## src/rtl/sag_scatter_seq_if.sv

```systemverilog
// Handshake bundle between the SAG scatter sequencer and its neighbours.
// The master side feeds packed words in and drains scattered words out.
interface sag_scatter_seq_if #(
    parameter int W = 8
);
    logic         in_valid;
    logic         in_ready;
    logic [W-1:0] in_data;
    logic [W-1:0] in_ctrl;
    logic         out_valid;
    logic         out_ready;
    logic [W-1:0] out_data;
    logic [W-1:0] out_ctrl;
    logic         busy;

    modport master (
        output in_valid, in_data, in_ctrl, out_ready,
        input  in_ready, out_valid, out_data, out_ctrl, busy
    );

    modport slave (
        input  in_valid, in_data, in_ctrl, out_ready,
        output in_ready, out_valid, out_data, out_ctrl, busy
    );
endinterface

```

## src/rtl/sag_scatter_seq.sv

```systemverilog
// Bit-serial inverse of the sheep-and-goats gather: rebuilds d from packed y and mask c,
// one result bit per clock, with valid/ready handshakes on both sides.
//
// state | meaning
// IDLE  | waiting for an input word, in_ready=1
// RUN   | scattering bit idx of the result, inputs ignored
// DONE  | result presented on out_data/out_ctrl until out_ready
module sag_scatter_seq #(
    parameter int W = 8
) (
    input  logic              clk,
    input  logic              rst,
    sag_scatter_seq_if.slave  bus
);
    localparam int LW = $clog2(W);
    localparam logic [LW-1:0] LAST = LW'(W - 1);

    typedef enum logic [1:0] {IDLE, RUN, DONE} state_t;

    state_t        state;
    logic [W-1:0]  y_q;
    logic [W-1:0]  c_q;
    logic [W-1:0]  d_q;
    logic [LW-1:0] idx;
    logic [LW:0]   p1;
    logic [LW-1:0] p0;
    logic          in_ready_q;
    logic          out_valid_q;
    logic          busy_q;

    always_ff @(posedge clk) begin
        if (rst) begin
            state       <= IDLE;
            y_q         <= '0;
            c_q         <= '0;
            d_q         <= '0;
            idx         <= '0;
            p1          <= '0;
            p0          <= LAST;
            in_ready_q  <= 1'b1;
            out_valid_q <= 1'b0;
            busy_q      <= 1'b0;
        end else begin
            case (state)
                IDLE: begin
                    if (bus.in_valid && in_ready_q) begin
                        y_q        <= bus.in_data;
                        c_q        <= bus.in_ctrl;
                        d_q        <= '0;
                        idx        <= '0;
                        p1         <= '0;
                        p0         <= LAST;
                        in_ready_q <= 1'b0;
                        busy_q     <= 1'b1;
                        state      <= RUN;
                    end
                end
                RUN: begin
                    // Set mask bits draw from the low end of y, clear bits from the high end.
                    if (c_q[idx]) begin
                        d_q[idx] <= y_q[p1[LW-1:0]];
                        p1       <= p1 + 1'b1;
                    end else begin
                        d_q[idx] <= y_q[p0];
                        if (p0 != '0) p0 <= p0 - 1'b1;
                    end
                    if (idx == LAST) begin
                        out_valid_q <= 1'b1;
                        state       <= DONE;
                    end else begin
                        idx <= idx + 1'b1;
                    end
                end
                DONE: begin
                    // A new word can only be taken one cycle later, from IDLE.
                    if (out_valid_q && bus.out_ready) begin
                        out_valid_q <= 1'b0;
                        in_ready_q  <= 1'b1;
                        busy_q      <= 1'b0;
                        state       <= IDLE;
                    end
                end
                default: state <= IDLE;
            endcase
        end
    end

    assign bus.in_ready  = in_ready_q;
    assign bus.out_valid = out_valid_q;
    assign bus.out_data  = d_q;
    assign bus.out_ctrl  = c_q;
    assign bus.busy      = busy_q;
endmodule
```

## src/flat_wrapper.sv

```systemverilog
// flat-port wrapper written by rule: the top's interface ports become plain ports
module sag_scatter_seq_flat 
#(
    parameter int W = 8
)
  (clk, rst, bus_in_valid, bus_in_data, bus_in_ctrl, bus_out_ready, bus_in_ready, bus_out_valid, bus_out_data, bus_out_ctrl, bus_busy);
  sag_scatter_seq_if #(.W(W)) bus_i ();
  input  logic clk;
  input  logic rst;
  input wire logic [$bits(bus_i.in_valid)-1:0] bus_in_valid;
  input wire logic [$bits(bus_i.in_data)-1:0] bus_in_data;
  input wire logic [$bits(bus_i.in_ctrl)-1:0] bus_in_ctrl;
  input wire logic [$bits(bus_i.out_ready)-1:0] bus_out_ready;
  output wire logic [$bits(bus_i.in_ready)-1:0] bus_in_ready;
  output wire logic [$bits(bus_i.out_valid)-1:0] bus_out_valid;
  output wire logic [$bits(bus_i.out_data)-1:0] bus_out_data;
  output wire logic [$bits(bus_i.out_ctrl)-1:0] bus_out_ctrl;
  output wire logic [$bits(bus_i.busy)-1:0] bus_busy;
  assign bus_i.in_valid = bus_in_valid;
  assign bus_i.in_data = bus_in_data;
  assign bus_i.in_ctrl = bus_in_ctrl;
  assign bus_i.out_ready = bus_out_ready;
  assign bus_in_ready = bus_i.in_ready;
  assign bus_out_valid = bus_i.out_valid;
  assign bus_out_data = bus_i.out_data;
  assign bus_out_ctrl = bus_i.out_ctrl;
  assign bus_busy = bus_i.busy;
  sag_scatter_seq #(.W(W)) u_core (.clk(clk), .rst(rst), .bus(bus_i));
endmodule
```

## config.mk

```make
export PLATFORM = sky130hd
export DESIGN_NAME = sag_scatter_seq_flat
export DESIGN_NICKNAME = d
export VERILOG_FILES = /design/src/rtl/sag_scatter_seq_if.sv /design/src/rtl/sag_scatter_seq.sv /design/src/flat_wrapper.sv
export SDC_FILE = /design/constraint.sdc
export NUM_CORES = 1
export LEC_CHECK = 0
export ABC_AREA = 1
export BUFFER_PORTS_ARGS = -buffer_cell sky130_fd_sc_hd__buf_4
export CAP_MARGIN = 20
export CORE_UTILIZATION = 30
export CTS_CLUSTER_DIAMETER = 50
export DETAILED_ROUTE_END_ITERATION = 10
export PLACE_DENSITY_LB_ADDON = 0.3
export SLEW_MARGIN = 20
export SYNTH_ARGS = -nofsm -noshare
export SYNTH_HDL_FRONTEND = slang
export SYNTH_SLANG_ARGS = --single-unit
```

## constraint.sdc

```tcl
create_clock -name clk -period 1.4 [get_ports clk]
set_input_delay 0.42 -clock clk [delete_from_list [all_inputs] [get_ports clk]]
set_output_delay 0.42 -clock clk [all_outputs]
set_load 0.05 [all_outputs]
```

==> out/results.ini, run 1 <==
[outcome]
status=completed

[power]
leakage_nw=1.36
seqPwrFrac=0.293
p_int_mw=3.01
clockPowerShare=0.169
switchingPower_mw=2.43
vdd_drop_max_v=0.000725
p_total_mw=5.44
p_comb_frac=0.538
power.density_nw_per_um2=1880
switching_share=0.447

[final_layout]
drive_gt1_frac=0.414
nets=380
final_cells=430
syn_to_final_growth_pct=39.5
utilization=0.445
insertedDiodeCount=0
fillCellCount=659

[place]
dp_hpwl_mm=3.55
gp_congestion=0.755
portBuffers=38
place_ws_ns=-0.0169
place_inst=417

[floorplan]
start_util=0.319
io_pins=39
core.rowCount=29
dieArea_um2=7240
core-area_um2=6490
die_x_um=85.1
die_y_um=85.1

[sta]
rsz0062_at_grt=true
worstMarginPinSlew_ns=0.276
fin_hold_ws_ns=0.353
fin_ws_ns=0.0648
fin_crit_sh=0.954
layout_min_cycle_time_ns=1.34
setup_violations=0
final_max_slew_viol_count=0
max-slew-margin-rel=0.816
clock.fmax_mhz=749
hold_viol=0
skew_ns=0.00671

[route]
dr.first_iter.drc_count=50
wl_per_cell_um=11.2
routed_wl_mm=4.81
drt_pre_antenna_iters=4
routed_via_density=4.59
route.detailed.drc=0
vias=1973
ant_nets=0

[critical_path]
arrival_ns=1.53
critPathSlowestCell=dfxtp_2
path_delay_family=simple AND/OR/NAND/NOR gates
start_kind=register
slowest_delay_ns=0.33
critPathBufInv=4
crit_chain=buf_4, ha_4, nand2_2, nand2_2, buf_12, nand3_1, inv_2, nor2_2, nor2_1, nand2_1, inv_1
worstSetupPathType=register to register
path_common_cell=nand2_2
r2r_setup_slack_ns=0.06
worstPathRequired_ns=1.59
critPathMaxFanout=11
critPathCaptureType=register

[run]
drv_cap=0

[clock_network]
cts_buffers=5
hold_buffers=0
cts-root-buf=clkbuf_8
clockBufferDepth=2
clk_pin_slew_ns=0.08
clock_sinks=38
htreeDepth=2
tritoncts=done
insertion_delay_ns=0.29

[yosys]
yosysWarnings=0
synth_top_area_share=0.367
ys_ff_latch=38
yosysUniqueCellTypes=29
syn_inst=291
ys_seq_area_frac=0.367
syn_nets=319
synthTopCellsByArea=dfxtp_1 (37%), inv_1 (8.9%), nand2_1 (8.5%), nand3_1 (6.5%), a21oi_1 (6.3%)
synth_area_leader_cell=dfxtp_1
synth_area_per_cell_um2=7.12
synthesis.area_um2=2070

[global_routing]
grt_use_total=0.139
antenna_found_initial=0
grt_use_met1=0.158
use_met2=0.263
grt_overflow=0
grt_start_max_net_pins=33
first_global_vias=1909
grt_busiest_layer=met2
grt.met3_usage=0.0292
grt_pass1_wl_mm=8.08

[min_path]
hold_path_class=input pin to register

-- repair_timing --
item                       CTS  global route
pin swaps                    4            19
resized for setup            6            51
setup buffers                1             4
setup endpoints to repair   14            37
-- layout make-up --
type,instances,area [um2],share of cell area
clock buffer,5,68.8,0.0238
clock inverter,3,40.0,0.0139
inverter,55,216,0.0749
multi-input combinational,187,1170,0.404
sequential,38,781,0.270
tap,77,96.3,0.0333
timing repair buffer,65,520,0.180
-- stage by stage --
stage	TNS, ns	instance area [um2]
floorplan	0	2080
global placement	0	2590
detailed placement	-0.0823	2590
CTS	0	2720
global route	-0.160	2890
finish	0	2890
-- registers in the layout, summed over array words and instances (netlist names), 2 cells and up --
signal               cells
u_core.p1                3
u_core.idx               3
u_core.p0                3
u_core.bus.out_data      8
u_core.bus.out_ctrl      8
u_core.state             2
u_core.y_q               8
-- final timing paths --
path                    from                     end  depth (start not counted)
min                      rst            u_core.p1[1]                          2
max reg2reg  u_core.state[0]  u_core.bus.out_data[1]                         11
min reg2reg    u_core.y_q[4]           u_core.y_q[4]                          2
max          u_core.state[0]  u_core.bus.out_data[1]                         11
-- power by group through the flow --
stage	clock network (mW)	registers [mW]	logic [mW]
6_report	0.919	1.60	2.93
5_1_grt	1.01	1.64	3.22
4_1_cts	0.948	1.58	2.71
3_5_place_dp	0	1.61	2.67
3_3_place_gp	0	1.60	2.63
2_1_floorplan	0	1.98	1.48
-- cells by family (layout without fill, tap and decap cells) --
logic type / Yosys count / in the layout / synth area share
xor+xnor: 1 / 1 / 0.00423
buf+inv: 66 / 128 / 0.129
compound gates: 62 / 62 / 0.167
fa+ha+maj: 8 / 8 / 0.0483
simple gates: 116 / 116 / 0.284
flops: 38 / 38 / 0.367
-- synthesized netlist by cell type --
master,instances
nand3_1,27
buf_2,5
nor2_1,20
nand3_4,2
nand2_2,2
nand2_1,47
a21oi_2,2
o21bai_1,1
o21ai_4,1
inv_4,1
nand3_2,6
nor2_2,3
o21ai_1,2
inv_1,49
nand2_4,3
buf_6,1
nand4_1,5
a31oi_1,1
a21oi_1,26
o21a_1,1
nor2_4,1
o21ai_0,24
buf_4,1
xor2_1,1
inv_2,5
dfxtp_1,38
clkbuf_1,4
ha_1,8
o211ai_1,4
-- placed cells by master (no fill, tap or decap), types with 3 or more instances in the layout --
master     n
dfxtp_1   24
a21oi_2    3
nor2_1    13
nand3_2    9
a21oi_1   25
nor2_2     5
nand3_1   23
inv_1     39
nand3_4    3
ha_1       5
o21ai_0   21
buf_4     61
inv_2     13
clkbuf_8   5
o211ai_1   4
nand2_1   41
nand2_2    8
dfxtp_2   13
nand4_1    5
nand2_4    3
nor2_4     6
o21ai_1    3
-- per-layer routing --
layer	wire length, um	up-vias
met5	0	-
met1	2170	889
met4	26	0
met3	151	2
li1	-	1051
met2	2470	31
(Power assumes the default switching activity.)
==> inputs of run 2 (changes only) <==
==> constraint.sdc (replaced) <==
create_clock -name clk -period 1.5 [get_ports clk]
set_input_delay 0.45 -clock clk [delete_from_list [all_inputs] [get_ports clk]]
set_output_delay 0.45 -clock clk [all_outputs]
set_load 0.05 [all_outputs]
==> out/results.ini, run 2 (synthesis results as in run 1) <==
[outcome]
status=completed  ; unchanged

[floorplan]
start_util=0.319  ; unchanged
die_y_um=85.1  ; unchanged
dieArea_um2=7240  ; unchanged
core.rowCount=29  ; unchanged
die_x_um=85.1  ; unchanged
core-area_um2=6490  ; unchanged
io_pins=39  ; unchanged

[power]
switchingPower_mw=2.19  ; was 2.43 mW
p_comb_frac=0.495  ; was 0.538
p_int_mw=2.90  ; was 3.01 mW
seqPwrFrac=0.294  ; was 0.293
power.density_nw_per_um2=1890  ; was 1880 nW/um2
vdd_drop_max_v=0.000584  ; was 0.000725 V
leakage_nw=1.29  ; was 1.36 nW
clockPowerShare=0.211  ; was 0.169
switching_share=0.430  ; was 0.447

[global_routing]
grt_pass1_wl_mm=7.73  ; was 8.08 mm
grt_overflow=0  ; unchanged
antenna_found_initial=0  ; unchanged
grt_start_max_net_pins=33  ; unchanged
first_global_vias=1801  ; was 1909
grt_use_total=0.133  ; was 0.139

[final_layout]
fillCellCount=687  ; was 659
layout_common_cells=inv_1 (46), nand2_1 (45), buf_4 (44)  ; was buf_4 (61), nand2_1 (41), inv_1 (39)
final_cells=411  ; was 430
fin_area_um2=2690  ; was 2890 um2
insertedDiodeCount=0  ; unchanged
nets=361  ; was 380
syn_to_final_growth_pct=29.8  ; was 39.5%
drive_gt1_frac=0.284  ; was 0.414
layout_commonest_cell=inv_1  ; was buf_4

[sta]
worstMarginPinSlew_ns=0.337  ; was 0.276 ns
hold_viol=0  ; unchanged
skew_ns=0.00515  ; was 0.00671 ns
layout_min_cycle_time_ns=1.38  ; was 1.34 ns
max-slew-margin-rel=0.775  ; was 0.816
fin_crit_sh=0.922  ; was 0.954
final_max_slew_viol_count=0  ; unchanged
clock.fmax_mhz=723  ; was 749 MHz
fin_ws_ns=0.118  ; was 0.0648 ns
setup_violations=0  ; unchanged

[place]
detailed_place.area_um2=2460  ; was 2590 um2
portBuffers=38  ; unchanged
place_ws_ns=-0.0120  ; was -0.0169 ns
gp_congestion=0.812  ; was 0.755
place_inst=402  ; was 417
dp_hpwl_mm=3.41  ; was 3.55 mm

[run]
drv_cap=0  ; unchanged

[clock_network]
htreeDepth=2  ; unchanged
clockBufferDepth=2  ; unchanged
clk_pin_slew_ns=0.08  ; about the same
hold_buffers=0  ; unchanged
insertion_delay_ns=0.29  ; about the same
post-cts-setup-buffer-count=0  ; was 1
tritoncts=done  ; unchanged
cts_buffers=5  ; unchanged
clock_sinks=38  ; unchanged
cts-root-buf=clkbuf_8  ; unchanged

[route]
drt_pre_antenna_iters=5  ; was 4
routed_wl_mm=4.52  ; was 4.81 mm
vias=1908  ; was 1973
dr.first_iter.drc_count=55  ; was 50
wl_per_cell_um=11.0  ; was 11.2 um
routed_via_density=4.64  ; was 4.59
route.detailed.drc=0  ; unchanged
ant_nets=0  ; unchanged

[min_path]
hold_path_class=input pin to register  ; unchanged

[critical_path]
critPathMaxFanout=10  ; was 11
critPathSlowestCell=dfxtp_2  ; unchanged
worstSetupPathType=register to register  ; unchanged
critPathCaptureType=register  ; unchanged
worstPathRequired_ns=1.70  ; was 1.59 ns
path_delay_family=simple AND/OR/NAND/NOR gates  ; unchanged
crit_chain=inv_2, ha_4, inv_1, nand2_2, nand2_4, buf_12, nand3_1, inv_1, nor2_1, nor2_1, nand2_1, inv_1  ; was buf_4, ha_4, nand2_2, nand2_2, buf_12, nand3_1, inv_2, nor2_2, nor2_1, nand2_1, inv_1
start_kind=register  ; unchanged
critPathBufInv=5  ; was 4
slowest_delay_ns=0.34  ; was 0.33 ns
path_common_cell=inv_1  ; was nand2_2
arrival_ns=1.58  ; was 1.53 ns

[run 2: cell types whose count changed in the layout (fill, tap and decap cells not counted), sizes merged]
cell / previous run / this run
clkinv: 2 / 0
buf: 65 / 45
bufinv: 1 / 2
clkbuf: 5 / 7
[run 2: area by class of cell]
type	instances	area, um2	area share
clock buffers	6	82.6	0.0307
clock inverters	2	60.1	0.0223
inverters	55	209	0.0777
multi-input cells	187	1100	0.408
flip-flops and latches	38	768	0.286
well taps	77	96.3	0.0358
repair buffers	46	375	0.140
[run 2: routing by layer]
layer / global-route usage / wire [um]
met5: 0 / 0
met4: 0.0277 / 34
met3: 0.0389 / 198
met2: 0.231 / 2140
met1: 0.164 / 2150
[run 2: final timing paths]
path                                            from                     end  slack (ns)  cells after the start
worst max-delay path                 u_core.state[0]  u_core.bus.out_data[5]        0.12                     12
worst min-delay path                             rst           u_core.idx[1]        0.37                      2
worst max register to register       u_core.state[0]  u_core.bus.out_data[5]        0.12                     12
worst min register to register  u_core.bus.out_valid    u_core.bus.out_valid        0.46                      2
[run 2: repair_timing]
item | CTS | global route
gates resized for setup | 2 | 17
pin swaps | 0 | 2
cloned | 0 | 1
setup endpoints to repair | 9 | 30
[run 2: stage by stage]
| stage | power, mW | utilization | hold WS [ns] | TNS (ns) |
|---|---|---|---|---|
| 6_report | 5.09 | 0.414 | 0.374 | 0 |
| 4_1_cts | 4.94 | 0.402 | 0.368 | 0 |
| 5_1_grt | 5.50 | 0.414 | 0.371 | -0.00675 |
| 2_1_floorplan | 3.22 | - | 0.430 | 0 |
| 3_3_place_gp | 3.80 | 0.379 | 0.452 | 0 |
| 3_5_place_dp | 3.82 | 0.379 | 0.454 | -0.0466 |
[run 2: power by group through the flow]
stage | sequential (mW) | clock, mW | combinational [mW]
floorplan | 1.83 | 0 | 1.38
global placement | 1.49 | 0 | 2.31
detailed placement | 1.50 | 0 | 2.33
CTS | 1.48 | 1.11 | 2.35
global route | 1.53 | 1.16 | 2.81
finish | 1.49 | 1.08 | 2.52
